## src/rtl/uart_pin_host.sv

```systemverilog
// Host-side pin sequencer for the UART tapeout wrapper: turns single-cycle
// commands into direction/rate/data pin sequences and samples the chip's rx bus.
module uart_pin_host #(
    parameter int SampleDelay = 3,
    parameter int GapCycles   = 2
) (
    input  logic       clk,
    input  logic       nReset,
    input  logic       cmd_valid,
    output logic       cmd_ready,
    input  logic [1:0] cmd_op,
    input  logic [7:0] cmd_data,
    input  logic [1:0] cmd_rate,
    output logic       rsp_valid,
    output logic [7:0] rsp_data,
    output logic       rsp_empty,
    output logic [3:0] control,
    output logic [7:0] tx_data,
    input  logic [7:0] rx_data,
    input  logic       err_in,
    input  logic       rts_in,
    output logic       err_sync,
    output logic       rts_sync,
    output logic       bad_cmd
);

    typedef enum logic [2:0] {
        IDLE,
        DIR,
        RELEASE,
        HOLD,
        WAIT,
        GAP
    } state_t;

    localparam logic [1:0] OP_RATE  = 2'b00;
    localparam logic [1:0] OP_WRITE = 2'b01;
    localparam logic [1:0] OP_READ  = 2'b10;
    localparam logic [1:0] OP_CLEAR = 2'b11;

    // WAIT covers cycles 3 .. 1+SampleDelay, so the counter runs SampleDelay-2 down to 0.
    localparam logic [3:0] WAIT_LAST = 4'(SampleDelay - 2);
    localparam logic [3:0] GAP_LAST  = 4'(GapCycles - 1);

    state_t     state_reg, state_next;
    logic [3:0] cnt_reg, cnt_next;
    logic [1:0] op_reg;
    logic [7:0] data_reg;
    logic [1:0] rate_reg;
    logic       bad_reg;
    logic       rsp_valid_reg;
    logic [7:0] rsp_data_reg;
    logic       rsp_empty_reg;
    logic [1:0] meta_reg;
    logic [1:0] sync_reg;

    logic       accept;
    logic       capture;
    logic [1:0] dir_code;

    assign accept  = cmd_valid && (state_reg == IDLE);
    assign capture = (state_reg == WAIT) && (cnt_reg == 4'd0);

    always_comb begin
        state_next = state_reg;
        cnt_next   = cnt_reg;
        case (state_reg)
            IDLE: begin
                if (cmd_valid) begin
                    case (cmd_op)
                        OP_WRITE: if (cmd_data != 8'h00) state_next = DIR;
                        OP_READ:  state_next = DIR;
                        OP_CLEAR: state_next = DIR;
                        default:  state_next = IDLE;
                    endcase
                end
            end
            DIR: state_next = RELEASE;
            RELEASE: begin
                case (op_reg)
                    OP_WRITE: state_next = HOLD;
                    OP_READ: begin
                        state_next = WAIT;
                        cnt_next   = WAIT_LAST;
                    end
                    default: begin
                        state_next = GAP;
                        cnt_next   = GAP_LAST;
                    end
                endcase
            end
            HOLD: begin
                state_next = GAP;
                cnt_next   = GAP_LAST;
            end
            WAIT: begin
                if (cnt_reg == 4'd0) begin
                    state_next = GAP;
                    cnt_next   = GAP_LAST;
                end else begin
                    cnt_next = cnt_reg - 4'd1;
                end
            end
            GAP: begin
                if (cnt_reg == 4'd0) state_next = IDLE;
                else                 cnt_next   = cnt_reg - 4'd1;
            end
            default: state_next = IDLE;
        endcase
    end

    // Direction code is asserted only in DIR, so it can never stay nonzero for two cycles.
    always_comb begin
        dir_code = 2'b00;
        if (state_reg == DIR) begin
            case (op_reg)
                OP_WRITE: dir_code = 2'b01;
                OP_READ:  dir_code = 2'b10;
                OP_CLEAR: dir_code = 2'b11;
                default:  dir_code = 2'b00;
            endcase
        end
    end

    always_comb begin
        tx_data = 8'h00;
        if (op_reg == OP_WRITE &&
            (state_reg == DIR || state_reg == RELEASE || state_reg == HOLD)) begin
            tx_data = data_reg;
        end
    end

    always_ff @(posedge clk or negedge nReset) begin
        if (!nReset) begin
            state_reg     <= IDLE;
            cnt_reg       <= 4'd0;
            op_reg        <= OP_RATE;
            data_reg      <= 8'h00;
            rate_reg      <= 2'b00;
            bad_reg       <= 1'b0;
            rsp_valid_reg <= 1'b0;
            rsp_data_reg  <= 8'h00;
            rsp_empty_reg <= 1'b0;
        end else begin
            state_reg     <= state_next;
            cnt_reg       <= cnt_next;
            rsp_valid_reg <= capture;
            if (accept) begin
                op_reg   <= cmd_op;
                data_reg <= cmd_data;
                if (cmd_op == OP_RATE) rate_reg <= cmd_rate;
                if (cmd_op == OP_WRITE && cmd_data == 8'h00) bad_reg <= 1'b1;
                if (cmd_op == OP_CLEAR) bad_reg <= 1'b0;
            end
            if (capture) begin
                rsp_data_reg  <= rx_data;
                rsp_empty_reg <= (rx_data == 8'h00);
            end
        end
    end

    // Two-flop synchronizers for the chip's asynchronous status pins: {rts, err}.
    always_ff @(posedge clk or negedge nReset) begin
        if (!nReset) begin
            meta_reg <= 2'b00;
            sync_reg <= 2'b00;
        end else begin
            meta_reg <= {rts_in, err_in};
            sync_reg <= meta_reg;
        end
    end

    assign cmd_ready = (state_reg == IDLE);
    assign control   = {dir_code, rate_reg};
    assign rsp_valid = rsp_valid_reg;
    assign rsp_data  = rsp_data_reg;
    assign rsp_empty = rsp_empty_reg;
    assign bad_cmd   = bad_reg;
    assign err_sync  = sync_reg[0];
    assign rts_sync  = sync_reg[1];

endmodule
```

## config.mk

```make
export PLATFORM = sky130hd
export DESIGN_NAME = uart_pin_host
export DESIGN_NICKNAME = d
export VERILOG_FILES = /design/src/rtl/uart_pin_host.sv
export SDC_FILE = /design/constraint.sdc
export NUM_CORES = 1
export LEC_CHECK = 0
export BUFFER_PORTS_ARGS = -buffer_cell sky130_fd_sc_hd__buf_2
export CAP_MARGIN = 20
export CORE_ASPECT_RATIO = 0.8
export CORE_MARGIN = 5
export CORE_UTILIZATION = 52
export CTS_BUF_LIST = sky130_fd_sc_hd__clkbuf_8
export CTS_CLUSTER_SIZE = 30
export DETAILED_ROUTE_END_ITERATION = 16
export GPL_ROUTABILITY_DRIVEN = 1
export GPL_TIMING_DRIVEN = 0
export HOLD_SLACK_MARGIN = 0.1
export PLACE_DENSITY = 0.91
export REMOVE_ABC_BUFFERS = 1
export SETUP_SLACK_MARGIN = 0.1
export SLEW_MARGIN = 15
export SYNTH_ARGS = -nofsm -noshare
export SYNTH_HDL_FRONTEND = slang
export SYNTH_SLANG_ARGS = --single-unit
```

## constraint.sdc

```tcl
create_clock -name clk -period 1.76 [get_ports clk]
set_input_delay 0.088 -clock clk [delete_from_list [all_inputs] [get_ports clk]]
set_output_delay 0.088 -clock clk [all_outputs]
set_load 0.005 [all_outputs]
```

==> implementation parameters <==
Parameter                              Value

Global route
  First-pass GRT wire length    7120 um
  Initial antenna violation count    1
  Global-route track usage on met3    7.63%
  Pin count of the biggest net entering global routing    35
  Number of global-route vias before repair    1468
  Busiest grt layer    met2
  Met2 usage in global routing    42.7%
  Total routing usage reported by global routing    22.8%
  Remaining global-route overflow    0
  Global Route met1 Usage    21.9%

Finish
  Area taken by multi-input logic gates    709 um2
  Leading cell types in the layout, fill and taps excluded    sky130_fd_sc_hd__buf_2 (50), sky130_fd_sc_hd__dfrtp_1 (30), sky130_fd_sc_hd__dlygate4sd3_1 (23), sky130_fd_sc_hd__mux2_2 (14), sky130_fd_sc_hd__buf_4 (10)
  Final non-filler cell area    2350 um2
  Layout-stage area growth over the synthesis result    49.8%
  Non-filler instance count after layout    250
  Ratio of cells with drive above 1 in the final layout    49.3%
  Reg area    856 um2
  Commonest non-fill, non-tap cell in the layout    sky130_fd_sc_hd__buf_2
  Filler cell count in the final layout    144
  Net total in the final layout    237

Critical path
  Crit Path Class    flip-flop to flip-flop
  Worst r2r path cells    5
  Startpoint Class    flip-flop
  Crit path to    cnt_reg[0]$_DFFE_PN0P_
  Register-to-register path setup slack    0.06 ns
  Data required time at the worst endpoint    1.92 ns
  Peak fanout along the critical path    5
  Data arrival time at the worst-slack endpoint    1.87 ns
  Crit path launch    state_reg[0]$_DFFE_PN0P_
  Start of the worst register-to-register path    state_reg[0]$_DFFE_PN0P_
  Worst r2r dst    cnt_reg[0]$_DFFE_PN0P_
  Crit end category    flip-flop

Route
  Antenna-violating nets left    0
  Count of routing violations after the opening detailed-route iteration    88
  First-pass iteration count of the detailed router    4
  Total wirelength of the detailed-routed design    5180 um
  Via density per instance    5.69
  Average routed wire per standard cell    20.7 um
  Detailed-route via count    1423
  Residual DRC count    0

Timing
  Hold Violations, Final    0
  Worst-case headroom to the max-slew limit    50.8%
  Setup-failing EPs final    0
  Max Slew Vio Count    0
  Hold WS    0.236 ns
  Fraction of the cycle the final worst path needs    96.9%
  Setup repair after global routing missed its margin    yes
  Fin Clk Skew    0.00966 ns
  Time the worst path needs with I/O delays and setup    1.70 ns
  Maximum clock frequency    0.587 GHz
  Transition time at the pin with the least slew margin    0.738 ns

Place
  # port buffers    50
  Count of placed standard cells including taps    205
  Area post-placement    1830 um2
  Post-detailed-placement half-perimeter wirelength    2370 um
  Routability congestion estimate from global placement    0.721

Floorplan
  Vert. Die Dim    59.2 um
  Die X-Extent    71.5 um
  Floorplan Core Area    2830 um2
  Initial standard-cell utilization of the core    55.6%
  Count of pins on the block boundary    51
  Die Footprint    4230 um2
  Number of cell rows    17

Logic synthesis
  Fraction of registers with async set or reset after synthesis    100%
  Post-synthesis area per instance    12.9 um2
  Synthesis Warnings    0
  Number of enable flip-flop cells after synthesis    0
  Synth Register Bits    34
  Sequential fraction of the synthesis area    54.1%
  Count of distinct cell types in the synthesized netlist    37
  Primary flip-flop cell chosen by synthesis mapping    sky130_fd_sc_hd__dfrtp_1
  Post-Syn Instances    122
  Netlist Area Pre-Place    1570 um2

Clock network
  Number of clock sinks seen by CTS    34
  CTS Buf Count    5
  H-tree levels    2
  Maximum root-to-sink buffer count    2
  Clock tree from TritonCTS    done
  Clock root buffer    sky130_fd_sc_hd__clkbuf_8
  Clock insertion delay at the later pin of the skew report    0.30 ns
  CTS clk-pin slew, worst paths    0.08 ns

Pwr
  Maximum resistive drop on vdd    1110 uV
  Overall power of the completed layout    3.97 mW
  Leakage power of the design    1.14 nW
  Total power divided by cell area    1690 nW/um2

Outcome
  Result of the run    completed

Min path
  Tightest Hold Check Type    input port to flip-flop

Job
  Number of violations of the max-capacitance limit    0
[through the flow]
stage                     setup TNS (ns)  setup slack [ns]  util, %
final                                  0            0.0554     83.2
after global routing             -0.0133          -0.00648     83.2
after CTS                              0            0.0842     79.2
after detailed placement          -0.377           -0.0587     64.5
after global placement                 0           0.00903     64.5
after floorplan                        0             0.134        -
[metal layers]
layer | share of wire, % | vias to the layer above
li1 | - | 611
met1 | 35 | 682
met2 | 51 | 104
met3 | 8.5 | 26
met4 | 5.3 | 0
met5 | 0 | -
[layout make-up]
type / instances / area share [%]
sequential: 34 / 36.3
multi-input combinational: 80 / 30.1
timing repair buffer: 85 / 24.9
clock buffer: 5 / 2.92
clock inverter: 3 / 2.92
tap: 38 / 2.02
inverter: 4 / 0.638
antenna: 1 / 0.106
[cell usage after synthesis, drive strengths merged, types with 2 or more instances]
| library cell | instances | share of area [%] |
|---|---|---|
| nor3 | 6 | 2.6 |
| nor2 | 8 | 2.1 |
| nor3b | 2 | 1.7 |
| ha | 2 | 1.6 |
| a21oi | 2 | 0.64 |
| xor2 | 2 | 1.1 |
| nand2 | 4 | 0.96 |
| dfrtp | 34 | 54 |
| nand3 | 4 | 1.6 |
| inv | 4 | 0.96 |
| buf | 5 | 2.8 |
| nor4 | 3 | 1.2 |
| and2 | 9 | 3.7 |
| nor4bb | 2 | 1.3 |
| nor4b | 2 | 1.5 |
| a21boi | 2 | 0.96 |
| mux2 | 20 | 16 |
[kinds of logic after synthesis]
| group | after synthesis | share of synthesized area (%) |
|---|---|---|
| fa+ha+maj | 2 | 1.59 |
| simple gates | 45 | 19.1 |
| flops | 34 | 54.1 |
| compound gates | 9 | 3.90 |
| xor+xnor | 2 | 1.11 |
| mux | 21 | 16.4 |
| buf+inv | 9 | 3.74 |
[worst max-delay path: stages (launching register included)]
cell                       delay [ns]
sky130_fd_sc_hd__dfrtp_2         0.47
sky130_fd_sc_hd__buf_4           0.17
sky130_fd_sc_hd__nor3b_1         0.32
sky130_fd_sc_hd__or3b_1          0.19
sky130_fd_sc_hd__a21boi_1        0.29
sky130_fd_sc_hd__a21oi_1         0.13
[where the power goes]
group | internal, mW | total [mW] | leakage [nW] | switching, mW
Sequential | 1.11 | 1.40 | 0.406 | 0.285
Combinational | 0.909 | 1.70 | 0.670 | 0.790
Clock | 0.567 | 0.870 | 0.0683 | 0.303
Total | 2.59 | 3.97 | 1.14 | 1.38
[repair_timing]
action	4_1_cts	5_1_grt
setup buffers	3	9
endpoints found under the hold margin	58	0
cloned	0	1
setup endpoints to repair	19	22
gates resized for setup	5	7
hold buffers	23	0
pin swaps	1	3
[worst min-delay path by stage]
stage	startpoint	end	slack, ns	depth (start not counted)
3_5_place_dp	nReset	meta_reg[1]$_DFF_PN0_	0.18	1
3_3_place_gp	nReset	sync_reg[0]$_DFF_PN0_	0.17	1
5_1_grt	cmd_valid	state_reg[0]$_DFFE_PN0P_	0.30	3
2_1_floorplan	nReset	bad_cmd$_DFFE_PN0P_	-0.21	0
6_report	cmd_valid	state_reg[0]$_DFFE_PN0P_	0.24	3
4_1_cts	cmd_valid	state_reg[0]$_DFFE_PN0P_	0.17	3
Note: power is estimated with default switching activity, not from simulation.
